### config.mk
export PLATFORM = sky130hd
export DESIGN_NAME = bcd_display_scan
export DESIGN_NICKNAME = d
export VERILOG_FILES = /design/src/rtl/bcd_display_scan.sv
export SDC_FILE = /design/constraint.sdc
export NUM_CORES = 1
export LEC_CHECK = 0
export BUFFER_PORTS_ARGS = -buffer_cell sky130_fd_sc_hd__buf_2
export CORE_ASPECT_RATIO = 0.5
export CORE_MARGIN = 2
export CORE_UTILIZATION = 50
export CTS_BUF_LIST = sky130_fd_sc_hd__clkbuf_16
export CTS_CLUSTER_DIAMETER = 120
export DETAILED_ROUTE_END_ITERATION = 6
export PLACE_DENSITY = 0.74
export SLEW_MARGIN = 20
export SYNTH_ARGS = -nofsm -noshare
export SYNTH_HDL_FRONTEND = slang
export SYNTH_SLANG_ARGS = --single-unit
### constraint.sdc
create_clock -name clk -period 2.9 [get_ports clk]
set_clock_uncertainty 0.05 [all_clocks]
set_input_delay 0.58 -clock clk [delete_from_list [all_inputs] [get_ports clk]]
set_output_delay 0.58 -clock clk [all_outputs]
set_load 0.02 [all_outputs]
### src/rtl/bcd_display_scan.sv
// bcd_display_scan: captures a packed BCD word and scans it onto one
// 7-segment bus with rotating one-hot digit enables. Each digit is shown
// for REFRESH_DIV cycles. Leading zeros can be blanked, and non-BCD codes
// are shown as a dash.
module bcd_display_scan #(
  parameter int NUM_DIGITS  = 4,
  parameter int REFRESH_DIV = 4
) (
  input  logic                    clk,
  input  logic                    reset,
  input  logic                    load,
  input  logic [4*NUM_DIGITS-1:0] bcd_in,
  input  logic                    blank_lz,
  output logic [6:0]              seg,
  output logic [NUM_DIGITS-1:0]   an
);

  localparam int IDX_W = (NUM_DIGITS > 1) ? $clog2(NUM_DIGITS) : 1;
  localparam int DIV_W = (REFRESH_DIV > 1) ? $clog2(REFRESH_DIV) : 1;
  localparam logic [IDX_W-1:0] IDX_LAST = IDX_W'(NUM_DIGITS - 1);
  localparam logic [DIV_W-1:0] DIV_LAST = DIV_W'(REFRESH_DIV - 1);

  logic [4*NUM_DIGITS-1:0] held_q, held_d;
  logic [DIV_W-1:0]        div_cnt_q, div_cnt_d;
  logic [IDX_W-1:0]        idx_q, idx_d;
  logic [NUM_DIGITS-1:0]   an_q, an_d;
  logic [6:0]              seg_q, seg_d;

  logic [3:0] cur_digit;
  logic       upper_zero;
  logic       blank;

  // Segment pattern {g,f,e,d,c,b,a}; any code above 9 shows a dash.
  function automatic logic [6:0] seg_decode(input logic [3:0] d);
    logic [6:0] s;
    case (d)
      4'd0:    s = 7'h3F;
      4'd1:    s = 7'h06;
      4'd2:    s = 7'h5B;
      4'd3:    s = 7'h4F;
      4'd4:    s = 7'h66;
      4'd5:    s = 7'h6D;
      4'd6:    s = 7'h7D;
      4'd7:    s = 7'h07;
      4'd8:    s = 7'h7F;
      4'd9:    s = 7'h6F;
      default: s = 7'h40;
    endcase
    return s;
  endfunction

  // Capture register: load replaces the held word, otherwise it holds.
  always_comb begin
    held_d = held_q;
    if (load) held_d = bcd_in;
  end

  // Dwell divider and digit index; index only moves when the divider wraps.
  always_comb begin
    div_cnt_d = div_cnt_q + 1'b1;
    idx_d     = idx_q;
    if (div_cnt_q == DIV_LAST) begin
      div_cnt_d = '0;
      idx_d     = (idx_q == IDX_LAST) ? '0 : idx_q + 1'b1;
    end
  end

  // Select the current digit and decide whether it is a leading zero.
  // Invalid codes are nonzero, so they terminate blanking naturally.
  always_comb begin
    cur_digit  = 4'd0;
    upper_zero = 1'b1;
    for (int k = 0; k < NUM_DIGITS; k++) begin
      if (idx_q == IDX_W'(k)) cur_digit = held_q[4*k +: 4];
      if ((k >= int'(idx_q)) && (held_q[4*k +: 4] != 4'd0)) upper_zero = 1'b0;
    end
    blank = blank_lz && (idx_q != '0) && upper_zero;
  end

  // Output staging: one-hot enable and segment pattern from pre-edge state.
  always_comb begin
    an_d = '0;
    for (int k = 0; k < NUM_DIGITS; k++) begin
      an_d[k] = (idx_q == IDX_W'(k));
    end
    seg_d = blank ? 7'h00 : seg_decode(cur_digit);
  end

  // All state registers; reset wins over load and over scanning.
  always_ff @(posedge clk) begin
    if (reset) begin
      held_q    <= '0;
      div_cnt_q <= '0;
      idx_q     <= '0;
      an_q      <= '0;
      seg_q     <= '0;
    end else begin
      held_q    <= held_d;
      div_cnt_q <= div_cnt_d;
      idx_q     <= idx_d;
      an_q      <= an_d;
      seg_q     <= seg_d;
    end
  end

  assign seg = seg_q;
  assign an  = an_q;

endmodule

=== Yosys cells after proc, flatten, opt, wreduce, memory -nomap -nowiden ===
Memories as Yosys holds them, arrays and structs flattened. A register that Yosys moved wholly into a read port is not among the register bits.
Cells that the tools add are included.

* Bitwise operators: 0
* Div/mod/pow operators: 0
* Eq/ne operators: 4
* Multipliers: 0
* Shifts and indexed selects: 0
* Reduce and logical (&&, ||, !) cells: 13
* Order comparisons: 3
* Add/subtract/negate cells: 2
* Multiplexer cells: 9

{| class="wikitable"
|+ Operator list
! operator !! number
|-
| two-way mux 4 bit || 4
|-
| nonzero test 4 bit || 4
|-
| equality test 2 bit, second input constant || 3
|-
| logical AND 1 bit || 5
|-
| adder 2 x 1 -> 2 bit, second input constant || 2
|-
| greater-or-equal comparator 1 x 2 -> 1 bit, first input constant || 2
|-
| two-way mux 1 bit || 4
|-
| OR reduction 2 bit || 2
|-
| equality test 2 x 1 -> 1 bit, second input constant || 1
|-
| greater-or-equal comparator 2 bit, first input constant || 1
|-
| logical NOT 2 bit || 1
|-
| two-way mux 2 bit || 1
|-
| nonzero test 2 bit || 1
|}

* Bits in latches: 0
* Memory bits (read-only): 112
* Logic and storage cells: 36
* Register bits after elaboration: 24
* Output and inout bits: 11
* RAM bits: 0
* Memories kept: 1
* Bits of input ports: 20

{| class="wikitable"
|+ Memory list
! name !! words !! bits a word !! rd ports !! clocked after Yosys merged registers in !! wr ports !! RTL line !! text
|-
| (name not given) || 16 || 7 || 1 || 1 || 0 || 36 || <nowiki>case (d)</nowiki>
|}

=== Longest topological paths before layout ===
Gate-level depths: netlist of the first run.

* Depth after elaboration: 8
* Depth in mapped cells: 11

=== Least setup slack after synthesis of the first run ===
OpenSTA, ideal clock, no wires.

* Path type: reg2reg
* Start point: register idx_q[0]
* End point: register seg_q[5] (netlist: seg[5])
* Arrival time: 2,194 ps
* Data required time: 2,759 ps
* Cell stages (with the launch flop): 8
* Setup slack: 565 ps
* Setup time: 91 ps
* Cell sequence: dfxtp_1 ha_1 buf_2 o311ai_1 inv_1 ha_1 or2_2 a311oi_1

* Elaborated cells on any way between the ends: 22
* Those cells by class: order compare: 3; eq/ne: 3; mux: 8; reduce/logical: 8

{| class="wikitable"
|+ RTL lines
! item !! RTL line !! text
|-
| from (decl) || 25 || <nowiki>logic [IDX_W-1:0] idx_q, idx_d;</nowiki>
|-
| from (signal assigned) || 100 || <nowiki>idx_q <= idx_d;</nowiki>
|-
| equality test 2 bit || n/a ||
|-
| net an_d[3] || 26 || <nowiki>logic [NUM_DIGITS-1:0] an_q, an_d;</nowiki>
|-
| two-way mux 4 bit || 74 || <nowiki>if (idx_q == IDX_W'(k)) cur_digit = held_q[4*k +: 4];</nowiki>
|-
| to (decl) || 27 || <nowiki>logic [6:0] seg_q, seg_d;</nowiki>
|}

The timed path passes the listed nets, and every way through them passes these cells.
A chain may end at the register's enable or synchronous reset.

=== Worst setup path after layout of the first run ===
* Start point: register idx_q[0]
* End point: register seg_q[5] (netlist: seg[5])

* Elaborated cells on any way between the ends: 22
* Those cells by class: order compare: 3; eq/ne: 3; mux: 8; reduce/logical: 8

{| class="wikitable"
|+ RTL lines
! item !! RTL line
|-
| equality test 2 bit || n/a
|-
| net an_d[2] || 26
|-
| two-way mux 4 bit (2 in series) || 74
|}

The timed path passes the listed nets, and every way through them passes these cells.

==> impl_results.md, run 1 <==
* Dpl hpwl at between 2000 and 2500 um
* Max_slew headroom at 41.6%
* Max-slew violations at 0
* All-Layer GR Usage at 18.9%
* Placer's final routability congestion estimate at between 0.8 and 0.9
* Yosys cell types at 40
* Dpl cells at around 220
* Peak VDD IR at roughly 0.31 mV
* Critical-path cell list: inv_1, ha_1, inv_1, o311ai_1, inv_1, ha_1, or2_2, a311oi_1
* Hold EP: div_cnt_q[0]$_SDFF_PP0_
* Row cnt at 14
* Nets at approximately 210
* Syn_area_per_cell at a little under 10 sq um
* Initial drt markers at 45
* Syn. warnings at 0
* Syn Nets at between 150 and 200
* Yosys top cell area share at 40.8%
* Clock power share at between 40% and 50%
* Sequential group share of total power at a little over two fifths
* Fin cells at ~220
* Share of layout cells above drive strength 1 at between 20% and 30%
* Dominant synthesized flop cell: dfxtp_1
* Crit start category: register
* Tmin final at between 2000 and 3000 ps
* Critical path class: register to register
* Hold Path Stages at 1
* Fin. Hold Viols at 0
* Cell family with most CP delay: compound AO/OA/AOI/OAI gates
* Hold_sp: div_cnt_q[0]$_SDFF_PP0_
* Remaining antenna violation count at 0
* Internal power at 850 uW
* Cts repair resizes at 0
* Worst reg2reg setup slack at between 300 and 400 ps
* Total wire length at 2870 um
* CTS H-Tree Depth at 2
* Ranking of synthesized cells by area: dfxtp_1 (41%), mux2i_1 (13%), ha_1 (9.9%)
* Sw frac at 25.0%
* RSZ-0062 raised after global routing: no
* FF+latch count, synth at 31
* Combinational share of power at between 15 and 20%
* Max Clock Freq at between 0.3 and 0.4 GHz
* DRT Pass-1 Iters at 4
* Port bufs at 30
* Period Utilization, post-route at 89.5%
* Clock Latency Late Sink at roughly 270 ps
* Ant diodes at 0
* Post-synthesis cell count at between 150 and 200
* Largest net degree at the start of global routing at 28
* Routed len/inst at ~13 um
* Mapped Area at 1520 sq um
* Die span in y at about 43 um
* Vias at ~1,100
* Antenna violations before repair at 0
* Critical path's slowest cell: o311ai_1
* WP data arrival at between 2000 and 3000 ps
* Crit path required time at 3030 ps
* Setup TNS at 0 ps
* CTS Buffer Depth at 2
* Post-CTS setup buffers at 0
* # Max-Cap Violations at 0
* Die Footprint at between 3000 and 4000 sq um
* Sequential Area at roughly 620 sq um
* Outcome: completed
* Slew @ Worst Pin at approximately 870 ps
* R2R Path Start: idx_q[0]$_SDFFE_PP0P_
* Clock transition at path regs at ~50 ps
* Util after Layout at between 60% and 70%
* Area Overhead vs Synth at 17.9%
* Core footprint at roughly 2900 sq um
* Pre-CTS setup slack at 311 ps
* First-pass GRT wire length at 4810 um
* Register area share after synthesis at about two fifths
* Fillers at between 200 and 300
* Reg-to-reg endpoint: seg[5]$_SDFF_PP0_
* Setup violators final at 0
* DRC at 0
* Io pins at 31
* EDFF count, synth at 0
* Total grt overflow at 0
* Vias in the first global route at around 1,100
* CTS Buf Count at 5
* TritonCTS Sinks at 31
* # hold bufs at CTS at 0
* Final worst slack at 303 ps
* CTS tree: built
* Via density at 5.15
* Synth area leader: dfxtp_1
* Hold Crit Class: register to register
* Buf+Inv Stages, Crit Path at 3
* CP most frequent cell: inv_1
* Fraction of registers with async set/reset at 0%
* Net Switching at about 280 uW
* Final Power at ~1100 uW
* Initial Util at between 50% and 60%
* Root buffer cell: clkbuf_16
* CP Max Fanout at 7
* Crit end category: register
* Worst path max stage delay at between 600 and 700 ps
* Leakage at between 0.0008 and 0.0009 uW
* Pwr dens at roughly 630 nW/um^2
* Die W at 82.0 um
* Worst Reg2Reg Path Length in Cells at 8
* Multi-input gate area at approximately 810 sq um
## synth_stat cells (2+ instances only)
master,instances
clkbuf_1,3
nand3_1,2
a211oi_1,4
nor3_1,2
buf_2,2
nand2b_1,2
a211o_1,2
a21oi_1,4
nand2_1,6
o21ai_1,3
ha_1,12
o21ai_0,2
nor3b_1,3
nor2b_1,4
mux2i_1,19
nand3b_1,2
inv_1,7
nor2_1,21
buf_6,2
dfxtp_1,31
## logic make-up after synthesis
| kind of cell | synth area share [%] |
|---|---|
| adder cells (fa/ha/maj) | 9.88 |
| flip-flops | 40.8 |
| multiplexers | 13.3 |
| buffers and inverters | 5.76 |
| AND/OR/NAND/NOR | 16.3 |
| AO/OA/AOI/OAI | 14.0 |
## cell usage in the layout, fill, tap and decap left out, types with 4 or more instances in the layout
cell type / n
buf_2: 30
inv_1: 8
mux2i_1: 19
a21oi_1: 4
clkbuf_16: 5
ha_1: 12
nor2_1: 21
nand2_1: 6
a211oi_1: 4
nor2b_1: 4
dfxtp_1: 31
## sequential cells by signal (all words and copies together) (netlist names)
name,cells
idx_q,2
div_cnt_q,2
held_q,16
an,4
seg,7
## power groups by stage
| stage | sequential (uW) | combinational, uW | clock, uW |
|---|---|---|---|
| after floorplan | 516 | 114 | 0 |
| after global placement | 491 | 182 | 0 |
| after detailed placement | 492 | 187 | 0 |
| after CTS | 484 | 188 | 468 |
| after global routing | 489 | 209 | 496 |
| final | 484 | 187 | 462 |
## routing by layer
layer | GRT usage, % | up-vias | share of wire, %
met3 | 8.94 | 6 | 4.7
met2 | 28.8 | 20 | 45
met4 | 5.67 | 0 | 1.1
met5 | 0 | - | 0
li1 | - | 588 | -
met1 | 23.7 | 525 | 50
## layout make-up
type	instances	area share (%)
timing repair buffer	30	8.38
multi-input combinational	106	45.3
inverter	8	1.68
clock buffer	5	6.98
clock inverter	1	0.209
tap	40	2.79
sequential	31	34.6
## per-stage QoR
stage | instance area [sq um] | hold slack [ps]
after floorplan | 1520 | 354
after global placement | 1660 | 362
after detailed placement | 1660 | 391
after CTS | 1790 | 398
after global routing | 1790 | 419
final | 1790 | 393
## worst reg2reg max path, cell delays in order, from the launching register on
cell,delay (ps)
dfxtp_1,360
inv_1,100
ha_1,290
inv_1,120
o311ai_1,640
inv_1,150
ha_1,230
or2_2,300
a311oi_1,270
## how the worst max path moves through the flow
stage                               start  depth (start not counted)                 to  slack, ps
floorplan           idx_q[0]$_SDFFE_PP0P_                          7  seg[5]$_SDFF_PP0_        560
global placement    idx_q[0]$_SDFFE_PP0P_                          8  seg[5]$_SDFF_PP0_        460
detailed placement  idx_q[0]$_SDFFE_PP0P_                          8  seg[5]$_SDFF_PP0_        310
CTS                 idx_q[0]$_SDFFE_PP0P_                          8  seg[5]$_SDFF_PP0_        300
global route        idx_q[0]$_SDFFE_PP0P_                          8  seg[5]$_SDFF_PP0_         30
finish              idx_q[0]$_SDFFE_PP0P_                          8  seg[5]$_SDFF_PP0_        300
(Power assumes the default switching activity.)
==> inputs of run 2 (changes only) <==
--- a/config.mk
+++ b/config.mk
@@ -5,8 +5,7 @@
 export SDC_FILE = /design/constraint.sdc
 export NUM_CORES = 1
 export LEC_CHECK = 0
-export BUFFER_PORTS_ARGS = -buffer_cell sky130_fd_sc_hd__buf_2
-export CORE_ASPECT_RATIO = 0.5
+export BUFFER_PORTS_ARGS = -buffer_cell sky130_fd_sc_hd__clkbuf_2
 export CORE_MARGIN = 2
 export CORE_UTILIZATION = 50
 export CTS_BUF_LIST = sky130_fd_sc_hd__clkbuf_16
==> run 2 against run 1 <==
Critical path depth is the same. Register-to-register slack lost 20 ps. Critical path type unchanged. Largest power group unchanged. Largest cell class unchanged. Via count shrank 1.6%. Maximum frequency shrank 0.84%. Cell count shrank 2.3%.
==> impl_results.md, run 2 (synthesis gave the netlist of run 1 again) <==
* # hold bufs at CTS at 0
* Share of layout cells above drive strength 1 at ~28%
* Remaining antenna violation count at 0
* Vias in the first global route at 1,124
* Core footprint at a little under 3000 sq um
* Total wire length at ~2800 um
* RSZ-0062 raised after global routing: no
* All-Layer GR Usage at between 10% and 20%
* Root buffer cell: clkbuf_16
* Setup violators final at 0
* CTS tree: built
* Most frequent cells in the layout: dfxtp_1 (31), clkbuf_2 (30), nor2_1 (21)
* Pwr dens at 641 nW/um^2
* CTS H-Tree Depth at 2
* CP Max Fanout at 7
* Port bufs at 30
* Die span in y at 59.1 um
* Ant diodes at 0
* Crit start category: register
* Outcome: completed
* Crit end category: register
* Initial Util at approximately 51%
* Placer's final routability congestion estimate at approximately 0.81
* Largest net degree at the start of global routing at 28
* Most common library cell in the layout ignoring fill and taps: dfxtp_1
* Post-Place Cell Area at 1650 sq um
* Setup TNS at 0 ps
* Fillers at about 250
* DRC at 0
* Nets at ~210
* Io pins at 31
* CTS Buf Count at 5
* Clock transition at path regs at about 50 ps
* Peak VDD IR at ~0.4 mV
* Cts repair resizes at 0
* Final worst slack at around 280 ps
* DRT Pass-1 Iters at 4
* Tmin final at ~2600 ps
* Fin. Hold Viols at 0
* Via density at around 5.2
* Slew @ Worst Pin at just under 900 ps
* Period Utilization, post-route at between 90% and 100%
* Dpl hpwl at roughly 2100 um
* Post-CTS setup buffers at 0
* Max Clock Freq at 0.382 GHz
* Pre-CTS setup slack at between 200 and 300 ps
* Final Power at 1150 uW
* Max reg flops at 16
* Routed len/inst at roughly 13 um
* Critical path class: register to register
* TritonCTS Sinks at 31
* Total grt overflow at 0
* CP most frequent cell: inv_1
* CTS Buffer Depth at 2
* Die W at 59.1 um
* Max_slew headroom at between 40% and 50%
* Max-slew violations at 0
* Design area at 1790 sq um
* WP data arrival at 2750 ps
* Vias at 1,121
* Area Overhead vs Synth at 18.0%
* Util after Layout at between 60% and 70%
* Leakage at around 0.00085 uW
* Critical path's slowest cell: o311ai_1
* Worst path max stage delay at between 600 and 700 ps
* Hold Crit Class: register to register
* Biggest register: held_q
* Clock Latency Late Sink at approximately 270 ps
* Antenna violations before repair at 0
* Die Footprint at around 3500 sq um
* # Max-Cap Violations at 0
* Row cnt at 20
* First-pass GRT wire length at just under 5000 um
* Initial drt markers at 24
* Crit path required time at just over 3000 ps
* Critical-path cell list: inv_1, ha_1, inv_1, o311ai_1, inv_1, ha_1, or2_2, a311oi_1
run 2: routing by layer:
metal / track usage [%] / wire, um / part of all wire [%]
met1: 22.0 / 1260 / 45
met2: 31.0 / 1330 / 48
met3: 7.42 / 138 / 5.0
met4: 10.1 / 57 / 2.0
met5: 0 / 0 / 0
run 2: worst paths after layout:
check | start | end | slack (ps) | cells past startpoint
setup / recovery | idx_q[0]$_SDFFE_PP0P_ | seg[5]$_SDFF_PP0_ | 280 | 8
hold reg to reg | div_cnt_q[0]$_SDFF_PP0_ | div_cnt_q[0]$_SDFF_PP0_ | 370 | 1
setup reg to reg | idx_q[0]$_SDFFE_PP0P_ | seg[5]$_SDFF_PP0_ | 280 | 8
hold / removal | div_cnt_q[0]$_SDFF_PP0_ | div_cnt_q[0]$_SDFF_PP0_ | 370 | 1
run 2: cell type report:
| class | instances | area (sq um) | share of cell area [%] |
|---|---|---|---|
| inverters | 8 | 30.0 | 1.67 |
| clock buffers | 5 | 125 | 6.97 |
| flip-flops and latches | 31 | 621 | 34.6 |
| multi-input cells | 106 | 812 | 45.3 |
| clock inverters | 3 | 15.0 | 0.837 |
| well taps | 33 | 41.3 | 2.30 |
| repair buffers | 30 | 150 | 8.37 |
run 2: where the power goes:
part	internal, uW	switching, uW
Clock	311	170
Sequential	466	18.9
Combinational	80.3	104
Total	858	293
run 2: through the flow:
stage                     std cells  hold WS [ps]
after floorplan                 153           354
after global placement          208           362
after detailed placement        208           371
after CTS                       216           378
after global routing            216           398
final                           216           373
run 2: critical path, delay by kind of cell (launching register included):
family	cells	cell delay (ps)
flip-flops	1	350
AND/OR/NAND/NOR	1	300
adder cells (fa/ha/maj)	2	520
buffers and inverters	3	380
AO/OA/AOI/OAI	2	920
